$ cat src/rtl/mem_port_arbiter.sv
// Two-client memory port arbiter: round-robin request grant onto one shared port,
// with an in-order source-ID FIFO that steers each response back to its requester.
module mem_port_arbiter #(
  parameter int p_opaq_bits       = 8,
  parameter int p_max_outstanding = 4
) (
  input  logic                   clk,
  input  logic                   rst,

  input  logic                   imem_req_val,
  output logic                   imem_req_rdy,
  input  logic [p_opaq_bits+66:0] imem_req_msg,
  output logic                   imem_resp_val,
  input  logic                   imem_resp_rdy,
  output logic [p_opaq_bits+34:0] imem_resp_msg,

  input  logic                   dmem_req_val,
  output logic                   dmem_req_rdy,
  input  logic [p_opaq_bits+66:0] dmem_req_msg,
  output logic                   dmem_resp_val,
  input  logic                   dmem_resp_rdy,
  output logic [p_opaq_bits+34:0] dmem_resp_msg,

  output logic                   mem_req_val,
  input  logic                   mem_req_rdy,
  output logic [p_opaq_bits+66:0] mem_req_msg,
  input  logic                   mem_resp_val,
  output logic                   mem_resp_rdy,
  input  logic [p_opaq_bits+34:0] mem_resp_msg
);

  localparam int ptr_bits = $clog2(p_max_outstanding);
  localparam logic [ptr_bits:0] depth = p_max_outstanding[ptr_bits:0];
  localparam logic id_imem = 1'b0;
  localparam logic id_dmem = 1'b1;

  logic                     last_grant;
  logic [p_max_outstanding-1:0] id_fifo;
  logic [ptr_bits-1:0]      wr_ptr;
  logic [ptr_bits-1:0]      rd_ptr;
  logic [ptr_bits:0]        count;

  logic grant_id;
  logic head_id;
  logic full;
  logic empty;
  logic push;
  logic pop;

  assign full    = (count == depth);
  assign empty   = (count == '0);
  assign head_id = id_fifo[rd_ptr];

  // Contention alternates away from the last winner; a lone requester always wins.
  assign grant_id = (imem_req_val && dmem_req_val) ? ~last_grant : dmem_req_val;

  // Every handshake output is forced low while reset is held, independent of the clock.
  always_comb begin
    mem_req_val  = rst && (imem_req_val || dmem_req_val) && !full;
    mem_req_msg  = (grant_id == id_dmem) ? dmem_req_msg : imem_req_msg;
    imem_req_rdy = rst && (grant_id == id_imem) && mem_req_rdy && !full;
    dmem_req_rdy = rst && (grant_id == id_dmem) && mem_req_rdy && !full;

    imem_resp_val = rst && mem_resp_val && !empty && (head_id == id_imem);
    dmem_resp_val = rst && mem_resp_val && !empty && (head_id == id_dmem);
    imem_resp_msg = mem_resp_msg;
    dmem_resp_msg = mem_resp_msg;
    mem_resp_rdy  = rst && !empty &&
                    ((head_id == id_dmem) ? dmem_resp_rdy : imem_resp_rdy);
  end

  assign push = mem_req_val && mem_req_rdy;
  assign pop  = mem_resp_val && mem_resp_rdy;

  always_ff @(posedge clk or negedge rst) begin
    if (!rst) begin
      last_grant <= id_dmem;
      id_fifo    <= '0;
      wr_ptr     <= '0;
      rd_ptr     <= '0;
      count      <= '0;
    end else begin
      if (push) begin
        id_fifo[wr_ptr] <= grant_id;
        wr_ptr          <= wr_ptr + ptr_bits'(1);
        last_grant      <= grant_id;
      end
      if (pop) begin
        rd_ptr <= rd_ptr + ptr_bits'(1);
      end
      if (push && !pop) begin
        count <= count + (ptr_bits+1)'(1);
      end else if (pop && !push) begin
        count <= count - (ptr_bits+1)'(1);
      end
    end
  end

  always @(posedge clk) begin
    if (rst) begin
      assert (count <= depth);
      assert (!(pop && empty));
    end
  end

endmodule

$ cat config.mk
export PLATFORM = sky130hd
export DESIGN_NAME = mem_port_arbiter
export DESIGN_NICKNAME = d
export VERILOG_FILES = /design/src/rtl/mem_port_arbiter.sv
export SDC_FILE = /design/constraint.sdc
export NUM_CORES = 1
export LEC_CHECK = 0
export CAP_MARGIN = 10
export CORE_AREA = 4 4 139 141
export CTS_CLUSTER_DIAMETER = 30
export CTS_CLUSTER_SIZE = 20
export DETAILED_ROUTE_END_ITERATION = 8
export DIE_AREA = 0 0 143 145
export PLACE_DENSITY = 0.55
export SYNTH_ARGS = -nofsm -noshare
export SYNTH_HDL_FRONTEND = slang
export SYNTH_SLANG_ARGS = --single-unit
$ cat constraint.sdc
create_clock -name clk -period 3.08 [get_ports clk]
set_input_delay 0.77 -clock clk [delete_from_list [all_inputs] [get_ports clk]]
set_output_delay 0.77 -clock clk [all_outputs]
set_load 0.05 [all_outputs]
Word level (Yosys, flattened, before mapping):

Cells that the tools add are included.

* register bits: 12
* input port bits: 201
* output and inout bits: 167
* word-level logic and storage cells: 53

* add/sub/neg operators: 4
* $lt $le $gt $ge: 3
* equality and inequality tests: 1
* mux-type cells: 10
* bitwise operators: 3
* reductions and logical operators: 27

Operators with widths (count)
* $mux W75: 1
* $logic_and A1 B1 Y1: 20
* $lt A2 B3 Y1 const B: 2
* $mux W3: 2
* $add A2 B1 Y2 const B: 2
* $bwmux W4: 1
* $logic_not A1 Y1: 4
* $mux W1: 4
* $add A3 B1 Y3 const B: 1
* $eq A3 B3 Y1 const B: 1
* $logic_not A3 Y1: 1
* $not A1 Y1: 3
* $sub A3 B1 Y3 const B: 1
* $bmux W1 S2: 1
* $demux W1 S2: 1
* $ge A2 B1 Y1 const B: 1
* $reduce_bool A2 Y1: 1
* $logic_or A1 B1 Y1: 1

Logic depth before layout (Yosys ltp):

Gate-level depths: netlist of the first run.

* depth after elaboration: 8
* gate-level depth with buffers: 10
* mapped depth without buffers: 10

Worst setup path before layout of the first run:

No wires, ideal clock.

* path type: register to output
* from: reg rd_ptr[1]
* to: out mem_resp_rdy
* data arrival time: 1.984 ns
* data required time: 2.310 ns
* path slack: 0.326 ns
* cell stages (with the launch flop): 5
* path through: dfrtp_1 -> mux2i_1 -> mux2i_1 -> mux2i_1 -> nor3_1

* word-level cells in the longest chain between the ends: 4

RTL lines
* from (decl): RTL line 40 `logic [ptr_bits-1:0] rd_ptr;`
* from (signal assigned): RTL line 89 `rd_ptr <= rd_ptr + ptr_bits'(1);`
* $bmux W1 S2: RTL line 52 `assign head_id = id_fifo[rd_ptr];`
* $mux W1 (not written as such): RTL line 52
* $mux W1: RTL line 69 `((head_id == id_dmem) ? dmem_resp_rdy : imem_resp_rdy);`
* $logic_and A1 B1 Y1: RTL line 68 `mem_resp_rdy = rst && !empty &&`
* to (decl): RTL line 28 `output logic mem_resp_rdy,`

No other way between the ends. The select of a mux whose other input is x is not followed.

Final worst setup path of the first run:

* from: in imem_req_val
* to: out mem_req_msg[52]

* word-level cells in the longest chain between the ends: 3

RTL lines
* from (decl): RTL line 10 `input logic imem_req_val,`
* $logic_and A1 B1 Y1: RTL line 55 `assign grant_id = (imem_req_val && dmem_req_val) ? ~last_grant : dmem_req_val;`
* $mux W1: RTL line 55
* $mux W75: RTL line 60 `mem_req_msg = (grant_id == id_dmem) ? dmem_req_msg : imem_req_msg;`
* to (decl): RTL line 26 `output logic [p_opaq_bits+66:0] mem_req_msg,`

No other way between the ends.

==> impl_results.md, run 1 <==
* Status: finished, final reports clean
* CP arrival at between 2 and 2.5 ns
* Slowest stage cell, crit path: mux2_2
* Initial Util at 12.6%
* Seq pwr share at 13.7%
* # setup viols final at 0
* Max Fclk at between 300 and 400 MHz
* Most common cell in the netlist: buf_4
* Synth Register Bits at 12
* CTS Hold Bufs at 0
* R2r worst-path depth at 8
* HPWL Detailed at approximately 10000 um
* Clock Sinks at 12
* Hold Violations, Final at 0
* DR iter-0 viols at 46
* Top cells by area in the synthesized netlist: mux2_2, buf_4, dfrtp_1
* Hold_sp: id_fifo[0]
* Buffer levels on the longest clock path at 2
* Via count at roughly 2300
* Avg WL per Cell at between 15 and 20 um
* Distinct cells, synth at 27
* Ys Warns at 0
* Core Rows at 49
* Syn Area/Cell at approximately 9.7 sq um
* IO Port Bufs at 238
* TritonCTS clock tree: yes
* H-tree Lvls at 1
* Min Hold Slack at about 0.5 ns
* Placeable Area at between 15000 and 20000 sq um
* Final net count at roughly 600
* VDD IR max at 0.000270 V
* Pre-antenna DRT Iters at 4
* Critical path cell sequence: dlygate4sd2_1 -> a21boi_4 -> bufbuf_16 -> buf_4 -> mux2_2 -> buf_4
* Tmin final at between 3 and 4 ns
* Layout cells sized above 1 at 47.6%
* Largest net degree at the start of global routing at 10
* Synth async-reset ratio at 100%
* DIE WIDTH at roughly 140 um
* Root buf cell: clkbuf_16
* Inserted Clock Buffers at 3
* Buf/Inv on CP at 4
* Commonest cells in the netlist: buf_4, mux2_2, dfrtp_1
* CP required at approximately 2.3 ns
* Sw Share at 47.0%
* Top delay family on crit path: buffers and inverters
* Crit end category: primary output
* Fin. max-slew vios at 0
* Drt drc at 0
* Number of global-route vias before repair at about 2600
* Final instance area at between 4000 and 5000 sq um
* Total Routing Usage GR at between 10% and 20%
* Remaining antenna violation count at 0
* Full die area at around 21000 sq um
* Hold Crit Endpoint: id_fifo[0]
* Gr ovfl total at 0
* Crit-path most repeated cell: buf_4
* First-pass GRT wire length at between 15000 and 20000 um
* Pwr dens at about 520 nW/um^2
* Internal cell power at 1.26 mW
* Post-synth EDFFs at 0
* Post-synth top flop: dfrtp_1
* Worst-path clk slew at about 0.040 ns
* WL final at roughly 12000 um
* Die Y-Extent at roughly 150 um
* Synth Instances at approximately 230
* Skew final at 0.00118 ns
* Lkg Pwr at between 1.5 and 2 nW
* RR Endpoint: count[1]
* RR Startpoint: rd_ptr[1]
* Area after DPL at ~4400 sq um
* Power share of the combinational group at 76.3%
* Worst Path Max Fanout at 8
* Synth top area share at between 30% and 40%
* Max-Cap Viols at 0
* Relative slew margins at 75.9%
* Initial antenna violation count at 0
* # fillers at about 1900
* Drt via density at 3.59
* Period utilization at slightly below 100%
* RSZ-0062 raised after global routing: true
* Setup CP Type: in -> out
* Clk pwr share at about 10%
* Post-synthesis sequential area ratio at a little over an eighth
* Global placer's final weighted congestion at 0.760
* Synth-to-Final Area Change at 101%
* Cell taking the most area after synthesis: mux2_2
* Critical path launch point type: primary input
* Worst-skew pair later-pin latency at roughly 0.24 ns
* Worst hold path type: reg -> reg
* ANT cells at 0
* Post-Syn Nets at 441
* Actual slew at the worst max-slew pin at roughly 0.36 ns
* Hold depth at 1
* FF-to-FF setup slack at roughly 0.62 ns
* Top-Level Pins at around 370
* Sw Pwr at ~1.1 mW
* Mapped cell area at around 2300 sq um
* Crit-path max cell delay at approximately 0.34 ns
[state kept, by name, indices dropped and copies added, names as in the netlist]
register,count
id_fifo,4
wr_ptr,2
rd_ptr,2
count,3
last_grant,1
[layout by cell type, fill, tap and decap left out, types with 2 or more instances in the layout]
cell type,netlist,final
buf_12,0,10
buf_4,86,97
bufbuf_16,0,2
clkbuf_16,0,3
clkdlybuf4s50_1,0,155
dfrtp_1,11,11
dlygate4sd2_1,0,2
ha_1,5,5
inv_1,4,4
mux2_1,4,4
mux2_2,76,75
mux2i_1,6,6
nand2_1,5,5
nor2_1,3,3
nor3_1,3,3
nor3b_1,2,2
o21ai_0,2,2
xnor2_1,2,2
xor2_1,3,3
[kinds of logic (layout without fill, tap and decap cells)]
logic type	Yosys count	in the layout	share of synthesized area, %
compound gates	6	6	1.60
xor+xnor	5	5	1.93
fa+ha+maj	6	6	3.64
buf+inv	99	275	31.1
flops	12	12	13.3
mux	86	86	42.4
simple gates	20	20	5.96
[worst max path at each step]
stage                      start              end  slack [ns]  cells past startpoint
global placement    dmem_req_val   mem_req_msg[0]       -0.06                      6
detailed placement  dmem_req_val   mem_req_msg[2]       -0.08                      6
finish              imem_req_val  mem_req_msg[52]        0.06                      6
CTS                 imem_req_val  mem_req_msg[41]       -0.03                      6
floorplan              rd_ptr[1]     mem_resp_rdy        0.33                      4
global route        imem_req_val  mem_req_msg[49]      -0.007                      6
[layout make-up]
type / count / area (sq um) / share of cell area (%)
well taps: 229 / 287 / 6.30
multi-input cells: 123 / 1280 / 28.1
flip-flops and latches: 12 / 302 / 6.63
inverters: 4 / 15.0 / 0.330
repair buffers: 267 / 2590 / 56.9
clock buffers: 4 / 78.8 / 1.73
[routing by layer]
metal  share of wire (%)  global-route usage (%)  up-vias
met4                0.53                    1.76        0
li1                    -                       -     1064
met5                   0                       0        -
met1                  36                    12.1     1044
met2                  52                    19.9      183
met3                  11                    3.42        4
[through the flow]
| stage | total power [mW] | std cells | setup TNS (ns) | utilization [%] | worst slack (ns) |
|---|---|---|---|---|---|
| after floorplan | 1.66 | 234 | 0 | - | 0.326 |
| after global placement | 2.06 | 629 | -1.13 | 24.2 | -0.0644 |
| after detailed placement | 2.08 | 629 | -2.65 | 24.2 | -0.0774 |
| after CTS | 2.40 | 638 | -0.632 | 25.3 | -0.0277 |
| after global routing | 2.50 | 639 | -0.0186 | 25.3 | -0.00725 |
| final | 2.37 | 639 | 0 | 25.3 | 0.0609 |
[power groups by stage]
stage	Sequential, mW	Combinational, mW	Clock [mW]
floorplan	0.306	1.36	0
global placement	0.323	1.73	0
detailed placement	0.328	1.75	0
CTS	0.326	1.83	0.245
global route	0.337	1.91	0.251
finish	0.325	1.81	0.237
[repair_timing]
action | 4_1_cts | 5_1_grt
pin swaps | 0 | 1
setup buffers | 2 | 1
cloned | 3 | 0
endpoints found under the setup margin | 73 | 54
endpoints found under the hold margin | 0 | 0
gates resized for setup | 4 | 1
(Power assumes the default switching activity.)
==> run 2: changes to the inputs <==
--- a/config.mk
+++ b/config.mk
@@ -12,6 +12,7 @@
 export DETAILED_ROUTE_END_ITERATION = 8
 export DIE_AREA = 0 0 143 145
 export PLACE_DENSITY = 0.55
+export SLEW_MARGIN = 40
 export SYNTH_ARGS = -nofsm -noshare
 export SYNTH_HDL_FRONTEND = slang
 export SYNTH_SLANG_ARGS = --single-unit
==> results of run 2 <==
No change in the layout: final DEF, timing and power equal those of run 1.
